## src/rtl/pc_flag_unit_if.sv

```systemverilog
// ============================================================================
//  Module      : pc_flag_unit_if
//  Description : Decode/flag inputs and PC/flag/status outputs of pc_flag_unit.
//  Revision    : 1.0 - initial release
// ============================================================================
`default_nettype none

interface pc_flag_unit_if #(
    parameter int PC_W = 10
);
    logic            start;
    logic            halt_req;
    logic            stall;
    logic            flag_we;
    logic            co_in;
    logic            z_in;
    logic            neg_in;
    logic            jump_abs;
    logic            branch_rel;
    logic [1:0]      cond_sel;
    logic [7:0]      offset;
    logic [PC_W-1:0] target;
    logic [PC_W-1:0] pc;
    logic            ci;
    logic            z_flag;
    logic            neg_flag;
    logic            running;
    logic            done;
    logic            taken;
    logic [15:0]     cycle_ct;

    modport master (
        output start, halt_req, stall, flag_we, co_in, z_in, neg_in,
               jump_abs, branch_rel, cond_sel, offset, target,
        input  pc, ci, z_flag, neg_flag, running, done, taken, cycle_ct
    );

    modport slave (
        input  start, halt_req, stall, flag_we, co_in, z_in, neg_in,
               jump_abs, branch_rel, cond_sel, offset, target,
        output pc, ci, z_flag, neg_flag, running, done, taken, cycle_ct
    );
endinterface

`default_nettype wire

```

## src/rtl/pc_flag_unit.sv

```systemverilog
// ============================================================================
//  Module      : pc_flag_unit
//  Description : Flag latch, program counter with jump/branch select and
//                IDLE/RUN/HALT sequencer with saturating RUN-cycle counter.
//  Revision    : 1.0 - initial release
// ============================================================================
`default_nettype none

module pc_flag_unit #(
    parameter int PC_W       = 10,
    parameter int START_ADDR = 0
) (
    input  wire logic         CLK,
    input  wire logic         rst_n,
    pc_flag_unit_if.slave     bus
);

    localparam logic [1:0] c_IDLE = 2'd0;
    localparam logic [1:0] c_RUN  = 2'd1;
    localparam logic [1:0] c_HALT = 2'd2;

    localparam logic [PC_W-1:0] c_START = PC_W'(START_ADDR);

    logic [1:0]      r_state;
    logic [PC_W-1:0] r_pc;
    logic            r_ci;
    logic            r_z;
    logic            r_neg;
    logic [15:0]     r_cycle_ct;

    logic            w_running;
    logic            w_cond;
    logic            w_advance;
    logic [PC_W-1:0] w_offset_ext;
    logic [PC_W-1:0] w_pc_next;

    assign w_running    = (r_state == c_RUN);
    assign w_advance    = w_running & ~bus.halt_req & ~bus.stall;
    assign w_offset_ext = PC_W'($signed(bus.offset));

    // Conditions test the flags latched before this edge, never co_in/z_in/neg_in.
    always_comb begin
        w_cond = 1'b1;
        case (bus.cond_sel)
            2'b00:   w_cond = 1'b1;
            2'b01:   w_cond = r_z;
            2'b10:   w_cond = r_neg;
            default: w_cond = r_ci;
        endcase
    end

    always_comb begin
        w_pc_next = r_pc;
        if (w_advance) begin
            if (bus.jump_abs)
                w_pc_next = bus.target;
            else if (bus.branch_rel && w_cond)
                w_pc_next = r_pc + w_offset_ext;
            else
                w_pc_next = r_pc + {{(PC_W-1){1'b0}}, 1'b1};
        end
    end

    always_ff @(posedge CLK) begin
        if (!rst_n) begin
            r_state    <= c_IDLE;
            r_pc       <= c_START;
            r_ci       <= 1'b0;
            r_z        <= 1'b0;
            r_neg      <= 1'b0;
            r_cycle_ct <= 16'd0;
        end else begin
            case (r_state)
                c_RUN: begin
                    r_pc <= w_pc_next;
                    // Flag writes are gated by stall only; a halting op still updates them.
                    if (!bus.stall && bus.flag_we) begin
                        r_ci  <= bus.co_in;
                        r_z   <= bus.z_in;
                        r_neg <= bus.neg_in;
                    end
                    if (r_cycle_ct != 16'hFFFF)
                        r_cycle_ct <= r_cycle_ct + 16'd1;
                    if (bus.halt_req)
                        r_state <= c_HALT;
                end
                c_IDLE, c_HALT: begin
                    if (bus.start) begin
                        r_state    <= c_RUN;
                        r_pc       <= c_START;
                        r_ci       <= 1'b0;
                        r_z        <= 1'b0;
                        r_neg      <= 1'b0;
                        r_cycle_ct <= 16'd0;
                    end
                end
                default: r_state <= c_IDLE;
            endcase
        end
    end

    assign bus.pc       = r_pc;
    assign bus.ci       = r_ci;
    assign bus.z_flag   = r_z;
    assign bus.neg_flag = r_neg;
    assign bus.running  = w_running;
    assign bus.done     = (r_state == c_HALT);
    assign bus.cycle_ct = r_cycle_ct;
    assign bus.taken    = w_advance & (bus.jump_abs | (bus.branch_rel & w_cond));

endmodule

`default_nettype wire
```

## src/flat_wrapper.sv

```systemverilog
// flat-port wrapper written by rule: the top's interface ports become plain ports
module pc_flag_unit_flat 
#(
    parameter int PC_W       = 10,
    parameter int START_ADDR = 0
)
  (CLK, rst_n, bus_start, bus_halt_req, bus_stall, bus_flag_we, bus_co_in, bus_z_in, bus_neg_in, bus_jump_abs, bus_branch_rel, bus_cond_sel, bus_offset, bus_target, bus_pc, bus_ci, bus_z_flag, bus_neg_flag, bus_running, bus_done, bus_taken, bus_cycle_ct);
  pc_flag_unit_if #(.PC_W(PC_W)) bus_i ();
  input  wire logic CLK;
  input  wire logic rst_n;
  input wire logic [$bits(bus_i.start)-1:0] bus_start;
  input wire logic [$bits(bus_i.halt_req)-1:0] bus_halt_req;
  input wire logic [$bits(bus_i.stall)-1:0] bus_stall;
  input wire logic [$bits(bus_i.flag_we)-1:0] bus_flag_we;
  input wire logic [$bits(bus_i.co_in)-1:0] bus_co_in;
  input wire logic [$bits(bus_i.z_in)-1:0] bus_z_in;
  input wire logic [$bits(bus_i.neg_in)-1:0] bus_neg_in;
  input wire logic [$bits(bus_i.jump_abs)-1:0] bus_jump_abs;
  input wire logic [$bits(bus_i.branch_rel)-1:0] bus_branch_rel;
  input wire logic [$bits(bus_i.cond_sel)-1:0] bus_cond_sel;
  input wire logic [$bits(bus_i.offset)-1:0] bus_offset;
  input wire logic [$bits(bus_i.target)-1:0] bus_target;
  output wire logic [$bits(bus_i.pc)-1:0] bus_pc;
  output wire logic [$bits(bus_i.ci)-1:0] bus_ci;
  output wire logic [$bits(bus_i.z_flag)-1:0] bus_z_flag;
  output wire logic [$bits(bus_i.neg_flag)-1:0] bus_neg_flag;
  output wire logic [$bits(bus_i.running)-1:0] bus_running;
  output wire logic [$bits(bus_i.done)-1:0] bus_done;
  output wire logic [$bits(bus_i.taken)-1:0] bus_taken;
  output wire logic [$bits(bus_i.cycle_ct)-1:0] bus_cycle_ct;
  assign bus_i.start = bus_start;
  assign bus_i.halt_req = bus_halt_req;
  assign bus_i.stall = bus_stall;
  assign bus_i.flag_we = bus_flag_we;
  assign bus_i.co_in = bus_co_in;
  assign bus_i.z_in = bus_z_in;
  assign bus_i.neg_in = bus_neg_in;
  assign bus_i.jump_abs = bus_jump_abs;
  assign bus_i.branch_rel = bus_branch_rel;
  assign bus_i.cond_sel = bus_cond_sel;
  assign bus_i.offset = bus_offset;
  assign bus_i.target = bus_target;
  assign bus_pc = bus_i.pc;
  assign bus_ci = bus_i.ci;
  assign bus_z_flag = bus_i.z_flag;
  assign bus_neg_flag = bus_i.neg_flag;
  assign bus_running = bus_i.running;
  assign bus_done = bus_i.done;
  assign bus_taken = bus_i.taken;
  assign bus_cycle_ct = bus_i.cycle_ct;
  pc_flag_unit #(.PC_W(PC_W), .START_ADDR(START_ADDR)) u_core (.CLK(CLK), .rst_n(rst_n), .bus(bus_i));
endmodule
```

## config.mk

```make
export PLATFORM = sky130hd
export DESIGN_NAME = pc_flag_unit_flat
export DESIGN_NICKNAME = d
export VERILOG_FILES = /design/src/rtl/pc_flag_unit_if.sv /design/src/rtl/pc_flag_unit.sv /design/src/flat_wrapper.sv
export SDC_FILE = /design/constraint.sdc
export NUM_CORES = 1
export LEC_CHECK = 0
export CAP_MARGIN = 20
export CORE_AREA = 8 8 86 88
export CTS_BUF_LIST = sky130_fd_sc_hd__clkbuf_4
export CTS_CLUSTER_SIZE = 12
export DETAILED_ROUTE_END_ITERATION = 10
export DIE_AREA = 0 0 94 96
export SLEW_MARGIN = 15
export SYNTH_ARGS = -nofsm -noshare
export SYNTH_HDL_FRONTEND = slang
export SYNTH_SLANG_ARGS = --single-unit
```

## constraint.sdc

```tcl
create_clock -name CLK -period 8.9 [get_ports CLK]
set_clock_uncertainty 0.15 [all_clocks]
set_input_delay 2.67 -clock CLK [delete_from_list [all_inputs] [get_ports CLK]]
set_output_delay 2.67 -clock CLK [all_outputs]
set_load 0.005 [all_outputs]
```

After elaboration in Yosys (flattened, before gate mapping)
Cells that the tools add are included.
{"block": "totals", "regBits": 31, "in_bits": 31, "output_inout_bits": 32, "wordCells": 56}
{"block": "classes", "addsub": 3, "n_eq_ne": 10, "mux": 19, "bitwise": 7, "n_reduce_logical": 11}
{"cell": "10-bit 2-to-1 mux", "n": 4}
{"cell": "16-bit 2-to-1 mux", "n": 2}
{"cell": "16-bit one-hot mux with 2 select lines", "n": 1}
{"cell": "10-bit one-hot mux with 2 select lines", "n": 1}
{"cell": "16-bit by 1-bit adder with 16-bit output, second input constant", "n": 1}
{"cell": "16-bit inequality test, second input constant", "n": 1}
{"cell": "10-bit by 1-bit adder with 10-bit output, second input constant", "n": 1}
{"cell": "10-bit adder", "n": 1}
{"cell": "2-bit inequality test, second input constant", "n": 5}
{"cell": "3-bit AND reduction", "n": 3}
{"cell": "1-bit one-hot mux with 2 select lines", "n": 3}
{"cell": "1-bit AND", "n": 4}
{"cell": "2-bit by 1-bit equality test with 1-bit output, second input constant", "n": 2}
{"cell": "2-bit equality test, second input constant", "n": 2}
{"cell": "2-bit zero test", "n": 2}
{"cell": "1-bit 2-to-1 mux", "n": 4}
{"cell": "2-bit 2-to-1 mux", "n": 2}
{"cell": "2-bit one-hot mux with 2 select lines", "n": 1}
{"cell": "1-bit one-hot mux with 3 select lines", "n": 1}
{"cell": "1-bit logical AND", "n": 2}
{"cell": "1-bit inverter", "n": 2}
{"cell": "2-bit AND reduction", "n": 1}
{"cell": "2-bit nonzero test", "n": 1}
{"cell": "2-bit OR reduction", "n": 1}
{"cell": "2 further kinds", "n": 2}

Logic depth before layout (Yosys ltp)
Gate-level depths: netlist of run 1.
{"block": "depth", "depth_word": 7, "ltp_mapped": 11, "mapped_depth_nobuf": 11}

Worst setup path before layout of run 1
Ideal clock, no wire load.
{"block": "synth_path", "kind": "input-to-output", "start": "input bus_stall", "end": "output bus_taken", "arrival_time_ns": 3.479, "t_required_ns": 6.080, "setup_slack_ns": 2.601, "path_stages": 4, "n_path_buf": 2, "path_cell_list": "or3_1 clkbuf_1 clkbuf_1 nor2_1"}
{"block": "synth_between", "elab_chain_len": 3}
{"element": "from (decl)", "line": "flat_wrapper.sv:13", "rtl": "input wire logic [$bits(bus_i.stall)-1:0] bus_stall;"}
{"element": "1-bit inverter", "line": "pc_flag_unit.sv:38", "rtl": "assign w_advance = w_running & ~bus.halt_req & ~bus.stall;"}
{"element": "1-bit AND", "line": "pc_flag_unit.sv:38"}
{"element": "1-bit AND", "line": "pc_flag_unit.sv:109", "rtl": "assign bus.taken = w_advance & (bus.jump_abs | (bus.branch_rel & w_cond));"}
{"element": "to (decl)", "line": "flat_wrapper.sv:29", "rtl": "output wire logic [$bits(bus_i.taken)-1:0] bus_taken;"}
No other way between the ends.

Worst setup path in the final report of run 1
{"block": "layout_path", "start": "input bus_halt_req", "end": "output bus_taken"}
{"block": "layout_between", "elab_chain_len": 4}
{"element": "from (decl)", "line": "flat_wrapper.sv:12", "rtl": "input wire logic [$bits(bus_i.halt_req)-1:0] bus_halt_req;"}
{"element": "1-bit inverter", "line": "pc_flag_unit.sv:38"}
{"element": "1-bit AND (2 in series)", "line": "pc_flag_unit.sv:38"}
{"element": "1-bit AND", "line": "pc_flag_unit.sv:109"}
No other way between the ends.

==> impl_metrics.prom, run 1 <==
# TYPE chip_impl_metric gauge
chip_impl_metric{name="post-route-min-period",unit="ps"} 7250
chip_impl_metric{name="clockBufferDepth",unit=""} 2
chip_impl_info{name="worstSetupPathType",value="in2out"} 1
chip_impl_info{name="hold_path.class",value="reg2reg"} 1
chip_impl_metric{name="synth_top_area_share",unit="%"} 31.4
chip_impl_metric{name="worst_path_fanout_max",unit=""} 14
chip_impl_metric{name="htree_levels",unit=""} 2
chip_impl_info{name="yosys-top-cells-count",value="sky130_fd_sc_hd__dfxtp_1, sky130_fd_sc_hd__a21oi_1, sky130_fd_sc_hd__nand2_1"} 1
chip_impl_metric{name="cts_hold_buf",unit=""} 0
chip_impl_metric{name="die-height",unit="um"} 96
chip_impl_metric{name="postSynthCellCount",unit=""} 246
chip_impl_metric{name="dieWidth",unit="um"} 94
chip_impl_metric{name="drive_gt1_share",unit="%"} 3.91
chip_impl_metric{name="ys_async_sr_fraction",unit="%"} 0
chip_impl_info{name="post-synth-top-area-cell",value="sky130_fd_sc_hd__dfxtp_1"} 1
chip_impl_metric{name="fp-row-count",unit=""} 29
chip_impl_metric{name="synthesis.area",unit="um2"} 1980
chip_impl_info{name="yosysMostFrequentCell",value="sky130_fd_sc_hd__dfxtp_1"} 1
chip_impl_metric{name="cts-buffers-inserted",unit=""} 5
chip_impl_metric{name="grt_pass1_vias",unit=""} 1914
chip_impl_info{name="synth.area.top_cells",value="sky130_fd_sc_hd__dfxtp_1, sky130_fd_sc_hd__a21oi_1, sky130_fd_sc_hd__ha_1"} 1
chip_impl_metric{name="clock.fmax",unit="MHz"} 138
chip_impl_metric{name="iter_0_drt_violations",unit=""} 60
chip_impl_metric{name="placement.io_buffers",unit=""} 62
chip_impl_metric{name="fin_setup_tns",unit="ps"} 0
chip_impl_metric{name="ctsResizeCount",unit=""} 0
chip_impl_metric{name="via_count",unit=""} 1952
chip_impl_info{name="worstHoldStart",value="u_core.bus.neg_flag"} 1
chip_impl_metric{name="fillers",unit=""} 631
chip_impl_metric{name="setup_viol",unit=""} 0
chip_impl_metric{name="floorplan.io_pins",unit=""} 63
chip_impl_metric{name="worst_ep_required_time",unit="ps"} 6080
chip_impl_metric{name="grt_pass1_wl",unit="um"} 8890
chip_impl_metric{name="detail_route.wl_per_cell",unit="um"} 13.9
chip_impl_metric{name="synth-edff-count",unit=""} 0
chip_impl_metric{name="worst_slew_pin_slew",unit="ps"} 810
chip_impl_metric{name="detail_route.first_pass.iterations",unit=""} 4
chip_impl_metric{name="post_cts_buffers",unit=""} 0
chip_impl_metric{name="detail_route.wirelength",unit="um"} 5350
chip_impl_metric{name="slew_headroom",unit="%"} 46.0
chip_impl_metric{name="clock_sinks",unit=""} 31
chip_impl_metric{name="grt_start_max_net_pins",unit=""} 20
chip_impl_metric{name="syn-mean-instance-area",unit="um2"} 8.04
chip_impl_metric{name="vdd_ir_drop_max",unit="uV"} 37.1
chip_impl_info{name="end_kind",value="output port"} 1
chip_impl_metric{name="seq_area_frac_synth",unit="%"} 31.4
chip_impl_info{name="critical_path.startpoint",value="bus_halt_req"} 1
chip_impl_metric{name="antenna_violations_before_repair",unit=""} 0
chip_impl_metric{name="place_hpwl",unit="um"} 4130
chip_impl_metric{name="clk_pin_slew_worst_paths",unit="ps"} 100
chip_impl_metric{name="area_of_the_die",unit="um2"} 9020
chip_impl_metric{name="cellPowerDensity",unit="nW/um2"} 98.2
chip_impl_metric{name="grt_use_total",unit="%"} 12.1
chip_impl_info{name="grt_setup_unrepaired",value="no"} 1
chip_impl_metric{name="final.period_utilization",unit="%"} 81.5
chip_impl_metric{name="coreArea",unit="um2"} 6100
chip_impl_metric{name="cp_data_arrival_time",unit="ps"} 4430
chip_impl_info{name="run_status",value="completed"} 1
chip_impl_metric{name="final_nets",unit=""} 349
chip_impl_metric{name="floorplan.initialDensity",unit="%"} 32.4
chip_impl_metric{name="drc",unit=""} 0
chip_impl_metric{name="postSynthNetCount",unit=""} 288
chip_impl_metric{name="synth_cell_type_count",unit=""} 43
chip_impl_metric{name="fin_worst_hold_slack",unit="ps"} 368
chip_impl_metric{name="place.gp.congestion",unit=""} 0.822
chip_impl_metric{name="yosys_register_bits",unit=""} 31
chip_impl_info{name="timing.rr.start",value="u_core.bus.ci"} 1
chip_impl_metric{name="total_leakage_power",unit="uW"} 0.00100
chip_impl_metric{name="timing.max_cap.violations",unit=""} 0
chip_impl_metric{name="insertedDiodeCount",unit=""} 0
chip_impl_info{name="clock_tree.root_cell",value="sky130_fd_sc_hd__clkbuf_4"} 1
chip_impl_metric{name="drt-vias-per-instance",unit=""} 5.08
chip_impl_metric{name="synth_warnings",unit=""} 0
chip_impl_metric{name="flow.area_growth_from_synthesis",unit="%"} 37.2
chip_impl_info{name="tritoncts",value="yes"} 1
chip_impl_metric{name="grt_overflow_total",unit=""} 0
chip_impl_metric{name="hold_viol",unit=""} 0
chip_impl_metric{name="final_core_util",unit="%"} 44.5
chip_impl_info{name="crit_path_start_kind",value="primary input"} 1
chip_impl_info{name="main_synth_ff_type",value="sky130_fd_sc_hd__dfxtp_1"} 1
chip_impl_metric{name="worst_skew_pair.late_latency",unit="ps"} 330
chip_impl_metric{name="drt.antenna.violating_nets",unit=""} 0
chip_impl_metric{name="timing.final.max_slew_violations",unit=""} 0
-- stage by stage --
stage / instance area, um2 / instances / setup slack [ps] / power (uW)
4_1_cts: 2710 / 384 / 1640 / 271
6_report: 2710 / 384 / 1650 / 266
2_1_floorplan: 1980 / 246 / 2600 / 169
5_1_grt: 2710 / 384 / 1560 / 281
3_3_place_gp: 2670 / 377 / 1660 / 192
3_5_place_dp: 2670 / 377 / 1650 / 192
-- cell families (layout without fill, tap and decap cells) --
logic type | after synthesis | after routing | synth area share (%)
XOR/XNOR | 18 | 18 | 7.97
multiplexers | 3 | 3 | 1.52
AND/OR/NAND/NOR | 92 | 92 | 24.4
AO/OA/AOI/OAI | 72 | 72 | 23.3
buffers and inverters | 19 | 80 | 4.11
adder cells (fa/ha/maj) | 11 | 11 | 7.34
flip-flops | 31 | 31 | 31.4
-- per-layer routing --
metal	up-vias	routed length, um	track usage (%)
met1	883	2390	14.5
met2	54	2390	19.3
met5	-	0	0
met3	9	499	5.38
met4	0	70	3.43
li1	1006	-	-
-- layout by cell type (no fill, tap or decap), types with 2 or more instances in the layout --
cell and n:
sky130_fd_sc_hd__nand2_1 21, sky130_fd_sc_hd__nand4_1 5, sky130_fd_sc_hd__a22oi_1 4, sky130_fd_sc_hd__a21o_1 3, sky130_fd_sc_hd__nor3_1 5, sky130_fd_sc_hd__nor2_1 17, sky130_fd_sc_hd__a31oi_1 7, sky130_fd_sc_hd__o311a_1 2
sky130_fd_sc_hd__o211ai_1 2, sky130_fd_sc_hd__o21ai_0 12, sky130_fd_sc_hd__and2_1 11, sky130_fd_sc_hd__clkdlybuf4s50_1 62, sky130_fd_sc_hd__and3b_1 2, sky130_fd_sc_hd__nand3_1 9, sky130_fd_sc_hd__or3_1 4, sky130_fd_sc_hd__a211oi_1 3
sky130_fd_sc_hd__buf_4 3, sky130_fd_sc_hd__nand2b_1 5, sky130_fd_sc_hd__clkbuf_4 5, sky130_fd_sc_hd__a21oi_1 25, sky130_fd_sc_hd__a21boi_0 6, sky130_fd_sc_hd__nor2b_1 5, sky130_fd_sc_hd__ha_1 10, sky130_fd_sc_hd__mux2i_1 3
sky130_fd_sc_hd__inv_1 8, sky130_fd_sc_hd__xnor2_1 8, sky130_fd_sc_hd__nor3b_1 2, sky130_fd_sc_hd__dfxtp_1 31, sky130_fd_sc_hd__xor2_1 10, sky130_fd_sc_hd__and4_1 2
-- area by class of cell --
cell class / count / area, um2 / share of cell area (%)
multi-input cells: 196 / 1270 / 47.0
repair buffers: 65 / 643 / 23.7
flip-flops and latches: 31 / 621 / 22.9
well taps: 77 / 96.3 / 3.55
clock buffers: 5 / 37.5 / 1.38
inverters: 8 / 30.0 / 1.11
clock inverters: 2 / 8.76 / 0.323
-- flip-flops by register name, indices dropped and copies added (netlist names) --
| signal | flops |
|---|---|
| u_core.bus.pc | 10 |
| u_core.bus.z_flag | 1 |
| u_core.bus.cycle_ct | 16 |
| u_core.bus.neg_flag | 1 |
| u_core.r_state | 2 |
| u_core.bus.ci | 1 |
-- critical path: stages --
cell                              delay, ps
sky130_fd_sc_hd__clkdlybuf4s50_1        460
sky130_fd_sc_hd__or3_1                  600
sky130_fd_sc_hd__nor2_1                 180
sky130_fd_sc_hd__clkdlybuf4s50_1        520
-- path summary, 6_finish.rpt --
path                    endpoint  slack, ps  depth (start not counted)
min          u_core.bus.neg_flag        370                          2
min reg2reg  u_core.bus.neg_flag        370                          2
max                    bus_taken       1650                          4
max reg2reg     u_core.bus.pc[6]       5930                         12
-- power breakdown --
group | switching [uW] | internal (uW) | leakage (uW)
Combinational | 20.0 | 25.2 | 0.000724
Sequential | 2.38 | 141 | 0.000250
Clock | 50.2 | 28.0 | 0.0000285
(Power assumes the default switching activity.)
==> inputs of run 2 (changes only) <==
==> constraint.sdc (replaced) <==
create_clock -name CLK -period 6.5 [get_ports CLK]
set_clock_uncertainty 0.15 [all_clocks]
set_input_delay 1.95 -clock CLK [delete_from_list [all_inputs] [get_ports CLK]]
set_output_delay 1.95 -clock CLK [all_outputs]
set_load 0.005 [all_outputs]
==> run 2 against run 1 <==
Setup slack got worse by 920 ps. Die area did not move. Via count fell by 1.1%. Worst hold slack got worse by 12 ps. Sequential cell count did not move. Clock-buffer cell count rose by 1. Sequential power rose by 37%. Power rose by 39%. Final area rose by 0.51%. First-iteration DRC count fell by 1.7%. Combinational power rose by 39%. Critical path depth rose by 3. Largest power group unchanged.
==> impl_metrics.prom, run 2 (same netlist as run 1, synthesis figures left out) <==
# TYPE chip_impl_metric gauge
chip_impl_info{name="worstSetupPathType",value="in2out"} 1
chip_impl_metric{name="iter_0_drt_violations",unit=""} 59
chip_impl_metric{name="drt.antenna.violating_nets",unit=""} 0
chip_impl_metric{name="slew_headroom",unit="%"} 46.5
chip_impl_metric{name="timing.final.max_slew_violations",unit=""} 0
chip_impl_info{name="crit_path_top_delay_cell",value="sky130_fd_sc_hd__clkdlybuf4s50_1"} 1
chip_impl_metric{name="detail_route.wl_per_cell",unit="um"} 13.9
chip_impl_metric{name="detail_route.first_pass.iterations",unit=""} 4
chip_impl_metric{name="dp_worst_setup_slack",unit="ps"} 740
chip_impl_info{name="end_kind",value="output port"} 1
chip_impl_metric{name="reg2reg_slack",unit="ps"} 3520
chip_impl_info{name="grt_setup_unrepaired",value="no"} 1
chip_impl_metric{name="cellPowerDensity",unit="nW/um2"} 136
chip_impl_metric{name="worst_skew_pair.late_latency",unit="ps"} 330
chip_impl_metric{name="clock_sinks",unit=""} 31
chip_impl_metric{name="setup_viol",unit=""} 0
chip_impl_metric{name="via_count",unit=""} 1931
chip_impl_metric{name="grt_use_total",unit="%"} 11.9
chip_impl_metric{name="drc",unit=""} 0
chip_impl_metric{name="cts-buffers-inserted",unit=""} 5
chip_impl_metric{name="area_of_the_die",unit="um2"} 9020
chip_impl_metric{name="htree_levels",unit=""} 2
chip_impl_metric{name="final_nets",unit=""} 350
chip_impl_metric{name="dieWidth",unit="um"} 94
chip_impl_metric{name="placement.io_buffers",unit=""} 62
chip_impl_metric{name="timing.critical_path.slowest_cell_delay",unit="ps"} 520
chip_impl_info{name="tritoncts",value="yes"} 1
chip_impl_metric{name="coreArea",unit="um2"} 6100
chip_impl_metric{name="clockBufferDepth",unit=""} 2
chip_impl_metric{name="clock.fmax",unit="MHz"} 173
chip_impl_metric{name="floorplan.io_pins",unit=""} 63
chip_impl_metric{name="worst_path_fanout_max",unit=""} 9
chip_impl_info{name="commonest_non_fill_non_tap_cells_in_the_layout",value="sky130_fd_sc_hd__clkdlybuf4s50_1, sky130_fd_sc_hd__dfxtp_1, sky130_fd_sc_hd__a21oi_1, sky130_fd_sc_hd__nand2_1, sky130_fd_sc_hd__nor2_1"} 1
chip_impl_metric{name="grt_pass1_wl",unit="um"} 8690
chip_impl_metric{name="setup_ws",unit="ps"} 733
chip_impl_metric{name="cts_hold_buf",unit=""} 0
chip_impl_metric{name="ctsResizeCount",unit=""} 0
chip_impl_metric{name="hold_viol",unit=""} 0
chip_impl_metric{name="fin_setup_tns",unit="ps"} 0
chip_impl_metric{name="final.period_utilization",unit="%"} 88.7
chip_impl_metric{name="max_reg_flops",unit=""} 16
chip_impl_info{name="clock_tree.root_cell",value="sky130_fd_sc_hd__clkbuf_4"} 1
chip_impl_metric{name="detail_route.wirelength",unit="um"} 5350
chip_impl_metric{name="fp-row-count",unit=""} 29
chip_impl_metric{name="clk_pin_slew_worst_paths",unit="ps"} 100
chip_impl_metric{name="floorplan.initialDensity",unit="%"} 32.4
chip_impl_metric{name="post-route-min-period",unit="ps"} 5770
chip_impl_metric{name="flow.area_growth_from_synthesis",unit="%"} 37.8
chip_impl_metric{name="total_leakage_power",unit="uW"} 0.00101
chip_impl_metric{name="die-height",unit="um"} 96
chip_impl_metric{name="drive_gt1_share",unit="%"} 4.21
chip_impl_metric{name="vdd_ir_drop_max",unit="uV"} 52.8
chip_impl_metric{name="worst_slew_pin_slew",unit="ps"} 802
chip_impl_info{name="crit_path_start_kind",value="primary input"} 1
chip_impl_metric{name="place_hpwl",unit="um"} 4120
chip_impl_metric{name="antenna_violations_before_repair",unit=""} 0
chip_impl_metric{name="grt_start_max_net_pins",unit=""} 20
chip_impl_metric{name="place.gp.congestion",unit=""} 0.804
chip_impl_info{name="hold_path.class",value="reg2reg"} 1
chip_impl_metric{name="cp_data_arrival_time",unit="ps"} 3670
chip_impl_info{name="crit_path_cell_chain",value="clkdlybuf4s50_1 > mux2i_1 > a211oi_1 > buf_4 > nor2_1 > nor2_1 > clkdlybuf4s50_1"} 1
chip_impl_info{name="critical_path.top_delay_family",value="buffers and inverters"} 1
chip_impl_metric{name="cp_num_buf_inv",unit=""} 3
chip_impl_metric{name="insertedDiodeCount",unit=""} 0
chip_impl_metric{name="grt_overflow_total",unit=""} 0
chip_impl_info{name="run_status",value="completed"} 1
chip_impl_metric{name="grt_pass1_vias",unit=""} 1900
chip_impl_metric{name="timing.max_cap.violations",unit=""} 0
chip_impl_info{name="layout_commonest_cell",value="sky130_fd_sc_hd__clkdlybuf4s50_1"} 1
chip_impl_metric{name="post_cts_buffers",unit=""} 0
chip_impl_metric{name="worst_ep_required_time",unit="ps"} 4400
chip_impl_metric{name="drt-vias-per-instance",unit=""} 5.00
run 2: changes by cell type in the layout (fill, tap and decap cells not counted):
cell	delta
sky130_fd_sc_hd__buf_4	+1
sky130_fd_sc_hd__clkbuf_4	+1
sky130_fd_sc_hd__clkinv_1	+1
sky130_fd_sc_hd__clkinv_2	-1
run 2: layer usage:
metal  vias up  global-route usage [%]  wire, um
met4         0                    3.57        55
met3         6                    4.76       445
met2        50                    19.1      2360
met5         -                       0         0
li1       1005                       -         -
met1       870                    14.2      2490
run 2: path summary, 6_finish.rpt:
| kind | from | endpoint | cells after the start |
|---|---|---|---|
| worst max-delay path | bus_cond_sel[0] | bus_taken | 7 |
| worst min-delay path | u_core.bus.z_flag | u_core.bus.z_flag | 2 |
| worst max register to register | u_core.bus.ci | u_core.bus.pc[6] | 12 |
| worst min register to register | u_core.bus.z_flag | u_core.bus.z_flag | 2 |
run 2: area by class of cell:
class | instances | area (um2)
Clock inverter | 2 | 7.51
Clock buffer | 6 | 45.0
Multi-Input combinational cell | 196 | 1270
Inverter | 8 | 30.0
Timing Repair Buffer | 66 | 651
Sequential cell | 31 | 621
Fill cell | 646 | 3370
Tap cell | 77 | 96.3
run 2: worst min-delay path: stages, from the launching register on:
cell	delay [ps]
sky130_fd_sc_hd__dfxtp_1	340
sky130_fd_sc_hd__nand3_1	60
sky130_fd_sc_hd__a21boi_0	70
run 2: metrics by stage:
| stage | utilization [%] | instance area [um2] | hold WS [ps] | total power (uW) | instances |
|---|---|---|---|---|---|
| 2_1_floorplan | - | 1980 | 333 | 231 | 246 |
| 3_3_place_gp | 43.8 | 2670 | 349 | 263 | 378 |
| 3_5_place_dp | 43.8 | 2670 | 350 | 263 | 378 |
| 4_1_cts | 44.7 | 2730 | 362 | 377 | 386 |
| 5_1_grt | 44.7 | 2730 | 395 | 391 | 386 |
| 6_report | 44.7 | 2730 | 357 | 371 | 386 |
run 2: where the power goes:
part | total, uW | switching (uW) | internal, uW | leakage, uW
sequential | 196 | 3.10 | 193 | 0.000250
clock | 112 | 68.1 | 44.2 | 0.0000307
combinational | 62.9 | 28.2 | 34.7 | 0.000728
total | 371 | 99.4 | 271 | 0.00101
